<file path="config.mk">
export PLATFORM = sky130hd
export DESIGN_NAME = iagc_gain_controller_flat
export DESIGN_NICKNAME = d
export VERILOG_FILES = /design/src/rtl/iagc_gain_controller_if.sv /design/src/rtl/iagc_gain_controller.sv /design/src/flat_wrapper.sv
export SDC_FILE = /design/constraint.sdc
export NUM_CORES = 1
export LEC_CHECK = 0
export BUFFER_PORTS_ARGS = -buffer_cell sky130_fd_sc_hd__buf_2
export CAP_MARGIN = 25
export CORE_MARGIN = 3
export CORE_UTILIZATION = 28
export CTS_CLUSTER_DIAMETER = 60
export DETAILED_ROUTE_END_ITERATION = 12
export GPL_ROUTABILITY_DRIVEN = 0
export SETUP_SLACK_MARGIN = 0.15
export SLEW_MARGIN = 15
export SYNTH_ARGS = -nofsm -noshare
export SYNTH_HDL_FRONTEND = slang
export SYNTH_SLANG_ARGS = --single-unit
export TNS_END_PERCENT = 20
</file>
<file path="constraint.sdc">
create_clock -name i_clock -period 6.83 [get_ports i_clock]
set_input_delay 0.3415 -clock i_clock [delete_from_list [all_inputs] [get_ports i_clock]]
set_output_delay 0.3415 -clock i_clock [all_outputs]
set_load 0.05 [all_outputs]
</file>
<file path="src/rtl/iagc_gain_controller_if.sv">
// Signal bundle between the IAGC controller and the phase detector / gain stage.
// Directions are named from the controller's point of view.
interface iagc_gain_controller_if #(
  parameter int IAGC_STATUS_SIZE = 4,
  parameter int GAIN_SIZE        = 12
);
  logic                        i_enable;
  logic                        i_sample;
  logic                        i_in_phase;
  logic [IAGC_STATUS_SIZE-1:0] o_iagc_status;
  logic [GAIN_SIZE-1:0]        o_gain;
  logic                        o_gain_valid;
  logic                        o_locked;
  logic                        o_busy;

  modport master (
    input  i_enable, i_sample, i_in_phase,
    output o_iagc_status, o_gain, o_gain_valid, o_locked, o_busy
  );

  modport slave (
    output i_enable, i_sample, i_in_phase,
    input  o_iagc_status, o_gain, o_gain_valid, o_locked, o_busy
  );
endinterface

</file>
<file path="src/rtl/iagc_gain_controller.sv">
// IAGC loop sequencer: arms the phase detector, counts the sample window and
// walks the gain code by successive approximation until it dithers at step 1.
module iagc_gain_controller #(
  parameter int IAGC_STATUS_SIZE = 4,
  parameter int PHASE_COUNT_SIZE = 16,
  parameter int GAIN_SIZE        = 12,
  parameter int RESULT_LATENCY   = 3,
  parameter int LOCK_REVERSALS   = 4
) (
  input  logic                        i_clock,
  input  logic                        i_reset_n,
  input  logic [PHASE_COUNT_SIZE-1:0] i_phase_count,
  input  logic [PHASE_COUNT_SIZE-1:0] i_settle_count,
  input  logic [GAIN_SIZE-1:0]        i_gain_init,
  input  logic [GAIN_SIZE-1:0]        i_gain_min,
  input  logic [GAIN_SIZE-1:0]        i_gain_max,
  input  logic [GAIN_SIZE-1:0]        i_step_init,
  iagc_gain_controller_if.master      io_bus
);
  localparam int CW    = PHASE_COUNT_SIZE;
  localparam int REV_W = $clog2(LOCK_REVERSALS + 1);
  localparam logic [IAGC_STATUS_SIZE-1:0] STATUS_HOLD = {IAGC_STATUS_SIZE{1'b0}};
  localparam logic [IAGC_STATUS_SIZE-1:0] STATUS_RUN  = {{(IAGC_STATUS_SIZE-1){1'b0}}, 1'b1};
  localparam logic [CW-1:0]        CNT_ZERO    = {CW{1'b0}};
  localparam logic [CW-1:0]        ARM_LAST    = CW'(1);
  localparam logic [CW-1:0]        RESULT_LAST = CW'(RESULT_LATENCY - 1);
  localparam logic [GAIN_SIZE-1:0] GAIN_ONE    = {{(GAIN_SIZE-1){1'b0}}, 1'b1};
  localparam logic [REV_W-1:0]     REV_ZERO    = {REV_W{1'b0}};
  localparam logic [REV_W-1:0]     REV_ONE     = {{(REV_W-1){1'b0}}, 1'b1};
  localparam logic [REV_W-1:0]     REV_LOCK    = REV_W'(LOCK_REVERSALS);

  typedef enum logic [2:0] {
    ST_IDLE    = 3'd0,
    ST_ARM     = 3'd1,
    ST_MEASURE = 3'd2,
    ST_RESULT  = 3'd3,
    ST_UPDATE  = 3'd4,
    ST_SETTLE  = 3'd5
  } state_t;

  typedef enum logic [1:0] {
    DIR_NONE = 2'd0,
    DIR_UP   = 2'd1,
    DIR_DOWN = 2'd2
  } dir_t;

  state_t                      r_state, w_state_next;
  dir_t                        r_dir, w_dir_next, w_dir_new;
  logic [CW-1:0]               r_cnt, w_cnt_next;
  logic [CW:0]                 w_cnt_inc;
  logic [GAIN_SIZE-1:0]        r_gain, w_gain_next, w_gain_new, w_gain_load;
  logic [GAIN_SIZE-1:0]        r_step, w_step_next, w_step_new, w_step_half;
  logic [GAIN_SIZE:0]          w_sum;
  logic [REV_W-1:0]            r_rev, w_rev_next, w_rev_new;
  logic                        r_verdict, w_verdict_next;
  logic                        r_gain_valid, w_gain_valid_next;
  logic                        r_locked, w_locked_next;
  logic                        r_busy;
  logic [IAGC_STATUS_SIZE-1:0] r_status, w_status_next;

  // Gain/step/reversal candidates for the UPDATE cycle, plus the clamped start gain.
  always_comb begin
    w_dir_new   = r_verdict ? DIR_UP : DIR_DOWN;
    w_step_half = r_step >> 1;
    w_step_new  = r_step;
    w_rev_new   = r_rev;
    if ((r_dir != DIR_NONE) && (r_dir != w_dir_new)) begin
      w_step_new = (w_step_half == {GAIN_SIZE{1'b0}}) ? GAIN_ONE : w_step_half;
      if (r_step == GAIN_ONE) begin
        w_rev_new = (r_rev == REV_LOCK) ? r_rev : (r_rev + REV_ONE);
      end else begin
        w_rev_new = REV_ZERO;
      end
    end else if (r_dir == w_dir_new) begin
      w_rev_new = REV_ZERO;
    end else begin
      w_rev_new = r_rev;
    end

    // One extra bit keeps both overflow and borrow visible before clamping.
    if (w_dir_new == DIR_UP) begin
      w_sum = {1'b0, r_gain} + {1'b0, w_step_new};
    end else begin
      w_sum = {1'b0, r_gain} - {1'b0, w_step_new};
    end

    if ((w_dir_new == DIR_DOWN) && w_sum[GAIN_SIZE]) begin
      w_gain_new = i_gain_min;
    end else if (w_sum > {1'b0, i_gain_max}) begin
      w_gain_new = i_gain_max;
    end else if (w_sum < {1'b0, i_gain_min}) begin
      w_gain_new = i_gain_min;
    end else begin
      w_gain_new = w_sum[GAIN_SIZE-1:0];
    end

    if (i_gain_init < i_gain_min) begin
      w_gain_load = i_gain_min;
    end else if (i_gain_init > i_gain_max) begin
      w_gain_load = i_gain_max;
    end else begin
      w_gain_load = i_gain_init;
    end
  end

  // Next-state and next-register logic; dropping i_enable overrides every state.
  always_comb begin
    w_state_next      = r_state;
    w_cnt_next        = r_cnt;
    w_gain_next       = r_gain;
    w_gain_valid_next = 1'b0;
    w_locked_next     = r_locked;
    w_step_next       = r_step;
    w_dir_next        = r_dir;
    w_rev_next        = r_rev;
    w_verdict_next    = r_verdict;
    w_cnt_inc         = {1'b0, r_cnt} + {{CW{1'b0}}, 1'b1};

    if ((r_state != ST_IDLE) && !io_bus.i_enable) begin
      w_state_next  = ST_IDLE;
      w_cnt_next    = CNT_ZERO;
      w_locked_next = 1'b0;
    end else begin
      case (r_state)
        ST_IDLE: begin
          if (io_bus.i_enable) begin
            w_state_next      = ST_ARM;
            w_cnt_next        = CNT_ZERO;
            w_gain_next       = w_gain_load;
            w_gain_valid_next = 1'b1;
            w_step_next       = i_step_init;
            w_dir_next        = DIR_NONE;
            w_rev_next        = REV_ZERO;
            w_locked_next     = 1'b0;
          end else begin
            w_state_next = ST_IDLE;
          end
        end
        ST_ARM: begin
          if (r_cnt == ARM_LAST) begin
            w_state_next = ST_MEASURE;
            w_cnt_next   = CNT_ZERO;
          end else begin
            w_cnt_next = w_cnt_inc[CW-1:0];
          end
        end
        ST_MEASURE: begin
          if (io_bus.i_sample) begin
            if (w_cnt_inc == {1'b0, i_phase_count}) begin
              w_state_next = ST_RESULT;
              w_cnt_next   = CNT_ZERO;
            end else begin
              w_cnt_next = w_cnt_inc[CW-1:0];
            end
          end else begin
            w_cnt_next = r_cnt;
          end
        end
        ST_RESULT: begin
          if (r_cnt == RESULT_LAST) begin
            w_verdict_next = io_bus.i_in_phase;
            w_state_next   = ST_UPDATE;
            w_cnt_next     = CNT_ZERO;
          end else begin
            w_cnt_next = w_cnt_inc[CW-1:0];
          end
        end
        ST_UPDATE: begin
          w_gain_next       = w_gain_new;
          w_gain_valid_next = (w_gain_new != r_gain);
          w_step_next       = w_step_new;
          w_rev_next        = w_rev_new;
          w_dir_next        = w_dir_new;
          w_locked_next     = r_locked | (w_rev_new == REV_LOCK);
          w_state_next      = ST_SETTLE;
          w_cnt_next        = CNT_ZERO;
        end
        ST_SETTLE: begin
          if (i_settle_count == CNT_ZERO) begin
            w_state_next = ST_ARM;
            w_cnt_next   = CNT_ZERO;
          end else if (io_bus.i_sample) begin
            if (w_cnt_inc == {1'b0, i_settle_count}) begin
              w_state_next = ST_ARM;
              w_cnt_next   = CNT_ZERO;
            end else begin
              w_cnt_next = w_cnt_inc[CW-1:0];
            end
          end else begin
            w_cnt_next = r_cnt;
          end
        end
        default: begin
          w_state_next  = ST_IDLE;
          w_cnt_next    = CNT_ZERO;
          w_locked_next = 1'b0;
        end
      endcase
    end

    w_status_next = ((w_state_next == ST_ARM) || (w_state_next == ST_MEASURE) ||
                     (w_state_next == ST_RESULT)) ? STATUS_RUN : STATUS_HOLD;
  end

  // State and output registers with synchronous active-low reset.
  always_ff @(posedge i_clock) begin
    if (!i_reset_n) begin
      r_state      <= ST_IDLE;
      r_cnt        <= CNT_ZERO;
      r_gain       <= {GAIN_SIZE{1'b0}};
      r_gain_valid <= 1'b0;
      r_locked     <= 1'b0;
      r_step       <= {GAIN_SIZE{1'b0}};
      r_dir        <= DIR_NONE;
      r_rev        <= REV_ZERO;
      r_verdict    <= 1'b0;
      r_status     <= STATUS_HOLD;
      r_busy       <= 1'b0;
    end else begin
      r_state      <= w_state_next;
      r_cnt        <= w_cnt_next;
      r_gain       <= w_gain_next;
      r_gain_valid <= w_gain_valid_next;
      r_locked     <= w_locked_next;
      r_step       <= w_step_next;
      r_dir        <= w_dir_next;
      r_rev        <= w_rev_next;
      r_verdict    <= w_verdict_next;
      r_status     <= w_status_next;
      r_busy       <= (w_state_next != ST_IDLE);
    end
  end

  assign io_bus.o_iagc_status = r_status;
  assign io_bus.o_gain        = r_gain;
  assign io_bus.o_gain_valid  = r_gain_valid;
  assign io_bus.o_locked      = r_locked;
  assign io_bus.o_busy        = r_busy;
endmodule

</file>
<file path="src/flat_wrapper.sv">
// flat-port wrapper written by rule: the top's interface ports become plain ports
module iagc_gain_controller_flat 
#(
  parameter int IAGC_STATUS_SIZE = 4,
  parameter int PHASE_COUNT_SIZE = 16,
  parameter int GAIN_SIZE        = 12,
  parameter int RESULT_LATENCY   = 3,
  parameter int LOCK_REVERSALS   = 4
)
  (i_clock, i_reset_n, i_phase_count, i_settle_count, i_gain_init, i_gain_min, i_gain_max, i_step_init, io_bus_i_enable, io_bus_i_sample, io_bus_i_in_phase, io_bus_o_iagc_status, io_bus_o_gain, io_bus_o_gain_valid, io_bus_o_locked, io_bus_o_busy);
  iagc_gain_controller_if #(.IAGC_STATUS_SIZE(IAGC_STATUS_SIZE), .GAIN_SIZE(GAIN_SIZE)) io_bus_i ();
  input  logic i_clock;
  input  logic i_reset_n;
  input  logic [PHASE_COUNT_SIZE-1:0] i_phase_count;
  input  logic [PHASE_COUNT_SIZE-1:0] i_settle_count;
  input  logic [GAIN_SIZE-1:0] i_gain_init;
  input  logic [GAIN_SIZE-1:0] i_gain_min;
  input  logic [GAIN_SIZE-1:0] i_gain_max;
  input  logic [GAIN_SIZE-1:0] i_step_init;
  input wire logic [$bits(io_bus_i.i_enable)-1:0] io_bus_i_enable;
  input wire logic [$bits(io_bus_i.i_sample)-1:0] io_bus_i_sample;
  input wire logic [$bits(io_bus_i.i_in_phase)-1:0] io_bus_i_in_phase;
  output wire logic [$bits(io_bus_i.o_iagc_status)-1:0] io_bus_o_iagc_status;
  output wire logic [$bits(io_bus_i.o_gain)-1:0] io_bus_o_gain;
  output wire logic [$bits(io_bus_i.o_gain_valid)-1:0] io_bus_o_gain_valid;
  output wire logic [$bits(io_bus_i.o_locked)-1:0] io_bus_o_locked;
  output wire logic [$bits(io_bus_i.o_busy)-1:0] io_bus_o_busy;
  assign io_bus_i.i_enable = io_bus_i_enable;
  assign io_bus_i.i_sample = io_bus_i_sample;
  assign io_bus_i.i_in_phase = io_bus_i_in_phase;
  assign io_bus_o_iagc_status = io_bus_i.o_iagc_status;
  assign io_bus_o_gain = io_bus_i.o_gain;
  assign io_bus_o_gain_valid = io_bus_i.o_gain_valid;
  assign io_bus_o_locked = io_bus_i.o_locked;
  assign io_bus_o_busy = io_bus_i.o_busy;
  iagc_gain_controller #(.IAGC_STATUS_SIZE(IAGC_STATUS_SIZE), .PHASE_COUNT_SIZE(PHASE_COUNT_SIZE), .GAIN_SIZE(GAIN_SIZE), .RESULT_LATENCY(RESULT_LATENCY), .LOCK_REVERSALS(LOCK_REVERSALS)) u_core (.i_clock(i_clock), .i_reset_n(i_reset_n), .i_phase_count(i_phase_count), .i_settle_count(i_settle_count), .i_gain_init(i_gain_init), .i_gain_min(i_gain_min), .i_gain_max(i_gain_max), .i_step_init(i_step_init), .io_bus(io_bus_i));
endmodule
</file>
* Word level (Yosys, flattened, before mapping)
Index checks and enable logic that the tools add are counted.
** Storage, ports and cells
- Flip-flop bits (word level) :: 56
- Logic and storage cells :: 110
** Cells by class
- $add $sub $neg :: 4
- Magnitude comparators :: 4
- Eq/ne operators :: 23
- Multiplexer cells :: 45
- Bitwise operators :: 4
- Reduce and logical (&&, ||, !) cells :: 19
** Operator list (count)
- $mux 16 :: 8
- $mux 12 :: 8
- $pmux 16 s5 :: 1
- $pmux 12 s2 :: 2
- $mux 3 :: 13
- $eq 17x16->1 :: 2
- $pmux 3 s6 :: 1
- $add 16x1->17 const B :: 1
- $eq 16x1->1 const B :: 1
- $eq 16x2->1 const B :: 1
- $logic_not 16->1 :: 1
- $add 12x12->13 :: 1
- $gt 13x12->1 :: 1
- $lt 13x12->1 :: 1
- $mux 13 :: 1
- $sub 12x12->13 :: 1
- $eq 12x1->1 const B :: 1
- $eq 3x2->1 const B :: 4
- $eq 3x3->1 const B :: 4
- $gt 12x12->1 :: 1
- $logic_not 12->1 :: 1
- $lt 12x12->1 :: 1
- $ne 12x12->1 :: 1
- $mux 11 :: 1
- 26 further kinds :: 41

* Longest topological paths before layout
Gate-level depths: netlist (run 1).
- Depth in word-level cells :: 12
- Gate-level depth with buffers :: 31
- Gate-level depth less buffers :: 29

* Worst setup path before layout (run 1)
Ideal clock, no wire load.
- Path kind :: register to register
- Start :: register u_core.r_verdict
- End :: register u_core.r_gain_valid (netlist: u_core.io_bus.o_gain_valid)
- Library setup time :: 0.122 ns
- Arrival :: 6.454 ns
- Path slack :: 0.254 ns
- Stages on the path, launching flop included :: 29
- Buffers on the path :: 1
- Clock period less this slack :: 6.576 ns
- Cell sequence :: dfxtp_1 buf_1 mux2_2 and2_1 nor3_1 nor4bb_1 and3b_1 a21oi_1 nand2b_1 o311ai_0 o21ai_0 o41ai_1 ha_1 nand2_1 nor3_1 a21oi_1 nor2b_1 xnor2_1 ha_1 a211oi_1 nand2_1 a31oi_1 a21oi_1 or2_2 a21oi_2 a222oi_1 xnor2_1 or4_1 o311a_1
** Between the ends
- Word-level cells in the longest chain between the ends :: 12
- Elaborated cells on any way between the ends :: 17
- Classes of those cells :: add/sub: 2; order compare: 2; eq/ne: 4; mux: 7; reduce/logical: 2
** Ends and longest elaborated chain
- start: declaration :: RTL line iagc_gain_controller.sv:55 : logic r_verdict, w_verdict_next;
- start signal: assignment :: RTL line iagc_gain_controller.sv:228 : r_verdict <= w_verdict_next;
- $mux 2 (*) :: RTL line iagc_gain_controller.sv:63 : w_dir_new = r_verdict ? DIR_UP : DIR_DOWN;
- $ne 2x2->1 :: RTL line iagc_gain_controller.sv:67 : if ((r_dir != DIR_NONE) && (r_dir != w_dir_new)) begin
- $logic_and 1x1->1 :: RTL line iagc_gain_controller.sv:67
- $mux 12 :: RTL line iagc_gain_controller.sv:67
- $sub 12x12->13 or $add 12x12->13 (tied branches) :: RTL line iagc_gain_controller.sv:84, iagc_gain_controller.sv:82
- $mux 13 :: RTL line iagc_gain_controller.sv:81 : if (w_dir_new == DIR_UP) begin
- $lt 13x12->1 :: RTL line iagc_gain_controller.sv:91 : end else if (w_sum < {1'b0, i_gain_min}) begin
- $mux 12 :: RTL line iagc_gain_controller.sv:91
- $mux 12 :: RTL line iagc_gain_controller.sv:89 : end else if (w_sum > {1'b0, i_gain_max}) begin
- $mux 12 (*) :: RTL line iagc_gain_controller.sv:87 : if ((w_dir_new == DIR_DOWN) && w_sum[GAIN_SIZE]) begin
- $ne 12x12->1 (*) :: RTL line iagc_gain_controller.sv:170 : w_gain_valid_next = (w_gain_new != r_gain);
- $pmux 1 s2 (*) :: RTL line iagc_gain_controller.sv:124 : case (r_state)
- end signal: assignment :: RTL line iagc_gain_controller.sv:223 : r_gain_valid <= w_gain_valid_next;
- end: declaration :: RTL line iagc_gain_controller.sv:56 : logic r_gain_valid, w_gain_valid_next;
Every way passes the cells marked *; elsewhere a longest branch is shown, timed or not.
A chain may end at the register's enable or synchronous reset.

* Worst setup path after layout (run 1)
- Start :: register u_core.r_step[10]
- End :: register u_core.r_gain_valid (netlist: u_core.io_bus.o_gain_valid)
** Between the ends
- Word-level cells in the longest chain between the ends :: 11
- Elaborated cells on any way between the ends :: 14
- Classes of those cells :: add/sub: 2; order compare: 2; eq/ne: 1; mux: 7; reduce/logical: 2
** Ends and longest elaborated chain
- start: declaration :: RTL line iagc_gain_controller.sv:52 : logic [GAIN_SIZE-1:0] r_step, w_step_next, w_step_new, w_step_half;
- start signal: assignment :: RTL line iagc_gain_controller.sv:213 : r_step <= {GAIN_SIZE{1'b0}};
- start signal: assignment :: RTL line iagc_gain_controller.sv:225 : r_step <= w_step_next;
- $logic_not 12->1 :: RTL line iagc_gain_controller.sv:68 : w_step_new = (w_step_half == {GAIN_SIZE{1'b0}}) ? GAIN_ONE : w_step_half;
- $mux 11 :: RTL line iagc_gain_controller.sv:68
- $mux 12 (*) :: RTL line iagc_gain_controller.sv:67
- $sub 12x12->13 or $add 12x12->13 (tied branches) :: RTL line iagc_gain_controller.sv:84, iagc_gain_controller.sv:82
- $mux 13 (*) :: RTL line iagc_gain_controller.sv:81
- $lt 13x12->1 :: RTL line iagc_gain_controller.sv:91
- $mux 12 :: RTL line iagc_gain_controller.sv:91
- $mux 12 :: RTL line iagc_gain_controller.sv:89
- $mux 12 (*) :: RTL line iagc_gain_controller.sv:87
- $ne 12x12->1 (*) :: RTL line iagc_gain_controller.sv:170
- $pmux 1 s2 (*) :: RTL line iagc_gain_controller.sv:124
Marked as above.

==> results of run 1 <==
==> repair_timing <==
action,CTS,global route
setup buffers,6,12
endpoints found under the setup margin,1,2
resized for setup,9,48
pin swaps,3,21
==> cells in the mapped netlist, types with 3 or more instances <==
cell type	number	area [um2]
dfxtp_1	53	1060
inv_1	46	173
o211ai_1	11	82.6
a211o_1	4	35.0
xnor3_1	15	338
xnor2_1	40	350
a311oi_1	3	26.3
nand2b_1	14	87.6
mux2i_1	16	160
nand3b_1	10	75.1
a221oi_1	9	78.8
a22oi_1	10	75.1
a21oi_1	63	315
or4_1	5	37.5
or2_2	4	25.0
nand3_1	12	60.1
a32o_1	5	50.1
or3_1	6	37.5
a21o_1	13	97.6
o21a_1	6	45.0
nor2b_1	20	125
a31oi_1	18	113
nand2_1	55	206
and2_1	8	50.1
and3_1	9	56.3
ha_1	68	851
nand4_1	13	81.3
nor2_1	85	319
o21ai_0	50	250
nor4_1	12	75.1
buf_4	4	30.0
a211oi_1	11	82.6
clkbuf_1	37	139
nor3_1	24	120
a21boi_0	10	75.1
o221ai_1	5	43.8
a222oi_1	3	30.0
xor2_1	10	87.6
==> area by class of cell <==
| type | count | area [um2] |
|---|---|---|
| fillers | 2383 | 14300 |
| multi-input cells | 692 | 5220 |
| flip-flops and latches | 53 | 1060 |
| repair buffers | 150 | 910 |
| well taps | 280 | 350 |
| inverters | 46 | 173 |
| clock buffers | 6 | 139 |
| clock inverters | 2 | 16.3 |
==> critical path, delay by kind of cell, from the launching register on <==
kind                       cells  cell delay [ns]
and+or+nand+nor               10             2.23
AOI/OAI and AO/OA             12             2.44
adders and majority gates      2             0.51
xor gates and xnor gates       3             0.41
DFF                            1             0.31
buffers and inverters          3             0.49
==> worst max path at each step <==
stage | start | to | cells past startpoint
CTS | u_core.r_step[4] | u_core.io_bus.o_gain_valid | 26
finish | u_core.r_step[10] | u_core.io_bus.o_gain_valid | 30
floorplan | u_core.r_verdict | u_core.io_bus.o_gain_valid | 28
global placement | u_core.r_step[4] | u_core.io_bus.o_gain_valid | 25
global route | u_core.r_step[10] | u_core.io_bus.o_gain_valid | 30
detailed placement | u_core.r_step[4] | u_core.io_bus.o_gain_valid | 28
==> registers in the layout, indices dropped and copies added, names as in the netlist <==
name	flops
u_core.io_bus.o_iagc_status	1
u_core.r_step	12
u_core.r_rev	3
u_core.io_bus.o_gain	12
u_core.io_bus.o_busy	1
u_core.io_bus.o_gain_valid	1
u_core.r_cnt	16
u_core.r_verdict	1
u_core.r_dir	2
u_core.r_state	3
u_core.io_bus.o_locked	1
==> per-layer routing <==
metal / part of all wire (%) / track usage, % / vias to the layer above
li1: - / - / 3290
met1: 47 / 21.5 / 3063
met2: 46 / 25.5 / 175
met3: 5.8 / 3.13 / 20
met4: 1.1 / 2.77 / 4
met5: 0.13 / 0 / -
==> power by group through the flow <==
| stage | sequential [mW] | clock, mW | combinational (mW) |
|---|---|---|---|
| after floorplan | 0.380 | 0 | 0.665 |
| after global placement | 0.352 | 0 | 0.944 |
| after detailed placement | 0.352 | 0 | 0.952 |
| after CTS | 0.345 | 0.280 | 1.00 |
| after global routing | 0.347 | 0.290 | 1.28 |
| final | 0.346 | 0.274 | 1.18 |
==> per-stage QoR <==
step           total power [mW]  instances
5_1_grt                    1.92       1229
4_1_cts                    1.63       1215
6_report                   1.80       1229
3_5_place_dp               1.30       1201
3_3_place_gp               1.30       1201
2_1_floorplan              1.05        836
==> kinds of logic after synthesis <==
kind of cell | after synthesis | synth area share, %
XOR/XNOR | 66 | 12.4
multiplexers | 17 | 2.68
buffers and inverters | 91 | 5.81
other | 1 | 0.0586
AND/OR/NAND/NOR | 290 | 23.0
adder cells (fa/ha/maj) | 69 | 13.6
flip-flops | 53 | 16.6
AO/OA/AOI/OAI | 247 | 25.9
==> impl_metrics.py, run 1 <==
metrics = {
    "logic_synthesis": {
        "synth_area_mm2": 0.00639,
        "yosys_warnings": 0,
        "synth-seq-cells": 53,
        "synth-edff-count": 0,
        "syn_area_per_cell_um2": 7.67,
        "async_reset_ff_share_pct": 0,
        "ys_types": 76,
        "syn_inst": 834,
        "synthFlopType": "dfxtp_1",
        "yosysSeqAreaShare_pct": 16.6,
    },
    "drt": {
        "drt-pass1-iter-count": 5,
        "drt_iter0_markers": 437,
        "vias_per_cell": 5.33,
        "via_count": 6552,
        "avgRoutedWirePerCell_um": 16.3,
        "drc_errors": 0,
        "ant_nets": 0,
        "wl_um": 20100,
    },
    "worst_setup_path": {
        "reg2reg_depth": 30,
        "worstPathArrival_ns": 6.69,
        "path_common_cell": "nor2_1",
        "timing.rr.start": "u_core.r_step[10]",
        "critPathMaxStageDelay_ns": 0.57,
        "worstPathMaxFanout": 5,
        "crit_required_ns": 7.02,
        "critical_path_class": "reg -> reg",
        "worst_r2r_endpoint": "u_core.io_bus.o_gain_valid",
        "r2r_slack_ns": 0.33,
        "crit_slowest_cell": "or4_4",
        "crit_path_end_kind": "flop",
        "cp-start-kind": "flop",
    },
    "timing": {
        "setup_tns_ns": 0,
        "period_share_pct": 95.2,
        "hold_violations": 0,
        "final.setup.worst_slack_ns": 0.330,
        "worst_pin_slew_ns": 0.905,
        "period_minus_slack_ns": 6.50,
        "setup_viol": 0,
        "slew_headroom_pct": 39.5,
        "slew_viol_final": 0,
        "grt_setup_unrepaired": "no",
        "final.setup_skew_ns": 0.0102,
        "fmax_mhz": 154,
        "fin_hold_ws_ns": 0.298,
    },
    "layout": {
        "diodes": 0,
        "design_area_mm2": 0.00787,
        "utilization_pct": 35.5,
        "layout-drive-gt1-share_pct": 22.3,
        "syn_to_final_growth_pct": 23.1,
        "layout_common_cells": "buf_2 (100), nor2_1 (85), ha_1 (67), a21oi_1 (57), nand2_1 (53)",
        "nets": 1102,
        "mostFrequentLayoutCell": "buf_2",
    },
    "min_path": {
        "worstHoldPathCells": 3,
        "hp-class": "in -> reg",
        "min_to": "u_core.r_verdict",
        "holdCritStartpoint": "io_bus_i_in_phase",
    },
    "grt": {
        "grt_pass1_wl_um": 31300,
        "grt_max_degree": 35,
        "grt_pass1_vias": 5965,
        "grt_antenna_before_repair": 2,
        "grt_overflow": 0,
        "globalRouteTotalUtil_pct": 15.6,
    },
    "floorplan": {
        "coreArea_mm2": 0.0222,
        "io_pins": 104,
        "start_util_pct": 28.9,
        "die_w_um": 157,
        "dieHeight_um": 157,
        "dieArea_mm2": 0.0247,
        "num_rows": 54,
    },
    "clock_network": {
        "htree_levels": 2,
        "cts_buffer_depth": 2,
        "insertion_delay_ns": 0.31,
        "cts_hold_buf": 0,
        "clkSlewWorstSetupHoldPaths_ns": 0.07,
        "cts-root-buf": "clkbuf_16",
        "cts_sinks": 53,
        "numCtsBuffers": 5,
        "cts_tree": "yes",
    },
    "pwr": {
        "power.leakage_nw": 3.49,
        "clkPwrFrac_pct": 15.3,
        "irDropWorstVdd_v": 0.000107,
        "switching_share_pct": 45.0,
        "p_seq_share_pct": 19.2,
        "switching_power_mw": 0.809,
        "cellPowerDensity_mw_per_mm2": 228,
        "combPwrFrac_pct": 65.5,
        "p_int_mw": 0.988,
    },
    "place": {
        "hpwl_um": 15500,
        "post_dp_cell_area_mm2": 0.00730,
        "post-place-ws_ns": -0.132,
        "port_buffers": 100,
    },
    "flow_run": {
        "maxCapViolations": 0,
    },
    "status": {
        "status": "complete, no violations",
    },
}
No activity file was read; power rests on OpenSTA's default activity.
==> run 2: changes to the inputs <==
--- a/config.mk
+++ b/config.mk
@@ -11,7 +11,6 @@
 export CORE_UTILIZATION = 28
 export CTS_CLUSTER_DIAMETER = 60
 export DETAILED_ROUTE_END_ITERATION = 12
-export GPL_ROUTABILITY_DRIVEN = 0
 export SETUP_SLACK_MARGIN = 0.15
 export SLEW_MARGIN = 15
 export SYNTH_ARGS = -nofsm -noshare
==> constraint.sdc (replaced) <==
create_clock -name i_clock -period 6.83 [get_ports i_clock]
set_input_delay 1.366 -clock i_clock [delete_from_list [all_inputs] [get_ports i_clock]]
set_output_delay 1.366 -clock i_clock [all_outputs]
set_load 0.05 [all_outputs]
==> run 2 against run 1 <==
Compared with the run above: combinational power barely moved; via count up 1.3%; global-route usage grew 0.59 points; worst hold slack improved by 0.19 ns; non-clock buffer count did not move; critical endpoint unchanged; highest routed layer unchanged.
==> impl_metrics.py, run 2 (synthesized netlist as in run 1, its figures left out) <==
metrics = {
    "status": {
        "status": "complete, no violations",
    },
    "grt": {
        "grt_pass1_vias": 6220,
        "grt_antenna_before_repair": 1,
        "globalRouteTotalUtil_pct": 16.2,
        "grt_pass1_wl_um": 32500,
        "grt_overflow": 0,
        "grt_max_degree": 35,
    },
    "floorplan": {
        "dieHeight_um": 157,
        "num_rows": 54,
        "coreArea_mm2": 0.0222,
        "io_pins": 104,
        "die_w_um": 157,
        "start_util_pct": 28.9,
        "dieArea_mm2": 0.0247,
    },
    "pwr": {
        "irDropWorstVdd_v": 0.000115,
        "p_total_mw": 1.79,
        "cellPowerDensity_mw_per_mm2": 229,
        "power.leakage_nw": 3.47,
    },
    "layout": {
        "largest_reg_flops": 16,
        "utilization_pct": 35.4,
        "layout-drive-gt1-share_pct": 22.1,
        "layout.cells.non_filler": 1230,
        "mostFrequentLayoutCell": "buf_2",
        "nets": 1103,
        "syn_to_final_growth_pct": 22.7,
        "max_flop_register": "u_core.r_cnt",
        "diodes": 0,
        "design_area_mm2": 0.00785,
        "layout_common_cells": "buf_2 (100), nor2_1 (85), ha_1 (67), a21oi_1 (58), nand2_1 (53)",
    },
    "place": {
        "hpwl_um": 15900,
        "post_dp_cell_area_mm2": 0.00727,
        "place.gp.congestion": 0.930,
        "post-place-ws_ns": -0.194,
        "dp.cells": 1199,
        "port_buffers": 100,
    },
    "timing": {
        "slew_viol_final": 0,
        "period_share_pct": 94.9,
        "final.setup.worst_slack_ns": 0.347,
        "fmax_mhz": 154,
        "final.setup_skew_ns": 0.0154,
        "setup_viol": 0,
        "setup_tns_ns": 0,
        "fin_hold_ws_ns": 0.487,
        "slew_headroom_pct": 39.3,
        "period_minus_slack_ns": 6.48,
        "hold_violations": 0,
        "worst_pin_slew_ns": 0.908,
        "grt_setup_unrepaired": "no",
    },
    "worst_setup_path": {
        "crit_slowest_cell": "or4_4",
        "worstPathMaxFanout": 5,
        "worstPathArrival_ns": 6.68,
        "crit_path_end_kind": "flop",
        "cp.buffers_inverters": 5,
        "path_delay_family": "compound AO/OA/AOI/OAI gates",
        "critPathMaxStageDelay_ns": 0.56,
        "critical_path_class": "reg -> reg",
        "crit_path_start": "u_core.r_step[8]",
        "crit_required_ns": 7.03,
        "cp-start-kind": "flop",
        "timing.rr.start": "u_core.r_step[8]",
        "path_common_cell": "buf_4",
    },
    "drt": {
        "drt_iter0_markers": 531,
        "drc_errors": 0,
        "vias_per_cell": 5.40,
        "drt-pass1-iter-count": 5,
        "wl_um": 20800,
        "ant_nets": 0,
        "via_count": 6640,
        "avgRoutedWirePerCell_um": 16.9,
    },
    "clock_network": {
        "cts_buffer_depth": 2,
        "numCtsBuffers": 5,
        "insertion_delay_ns": 0.31,
        "clkSlewWorstSetupHoldPaths_ns": 0.08,
        "cts_sinks": 53,
        "cts_tree": "yes",
        "htree_levels": 2,
        "cts_hold_buf": 0,
        "cts-root-buf": "clkbuf_16",
    },
    "flow_run": {
        "maxCapViolations": 0,
    },
    "min_path": {
        "hp-class": "reg -> reg",
        "holdCritStartpoint": "u_core.r_step[0]",
    },
}
-- run 2: what timing repair did --
item,4_1_cts,5_1_grt
resized for setup,5,47
cloned,0,1
pin swaps,3,24
setup endpoints to repair,1,5
buffers inserted,4,16
-- run 2: where the power goes --
group | internal [mW] | switching, mW | leakage [nW]
Clock | 0.149 | 0.130 | 0.0775
Combinational | 0.510 | 0.659 | 2.96
Sequential | 0.325 | 0.0219 | 0.433
Total | 0.983 | 0.810 | 3.47
-- run 2: final cells by class --
cell class,count,area (um2)
Clock buffer,6,139
Clock inverter,2,17.5
Multi-Input combinational cell,693,5220
Tap cell,280,350
Sequential cell,53,1060
Inverter,46,173
Fill cell,2323,14300
Timing Repair Buffer,150,885
-- run 2: path summary, 6_finish.rpt --
path / endpoint / slack, ns / cells after the start
max: u_core.io_bus.o_gain_valid / 0.35 / 28
min: u_core.r_step[0] / 0.49 / 2
max reg2reg: u_core.io_bus.o_gain_valid / 0.35 / 28
min reg2reg: u_core.r_step[0] / 0.49 / 2
-- run 2: worst reg2reg max path: cells and delay by family, from the launching register on --
| family | cells | cell delay, ns |
|---|---|---|
| buf+inv | 5 | 0.79 |
| simple gates | 7 | 2.04 |
| compound gates | 12 | 2.50 |
| fa+ha+maj | 2 | 0.53 |
| flops | 1 | 0.31 |
| xor+xnor | 2 | 0.23 |
-- run 2: per-layer routing --
metal / wire [um] / global-route usage (%) / share of wire, %
met1: 9750 / 22.4 / 47
met2: 9350 / 26.5 / 45
met3: 1390 / 3.16 / 6.7
met4: 261 / 2.85 / 1.3
met5: 11 / 0 / 0.053
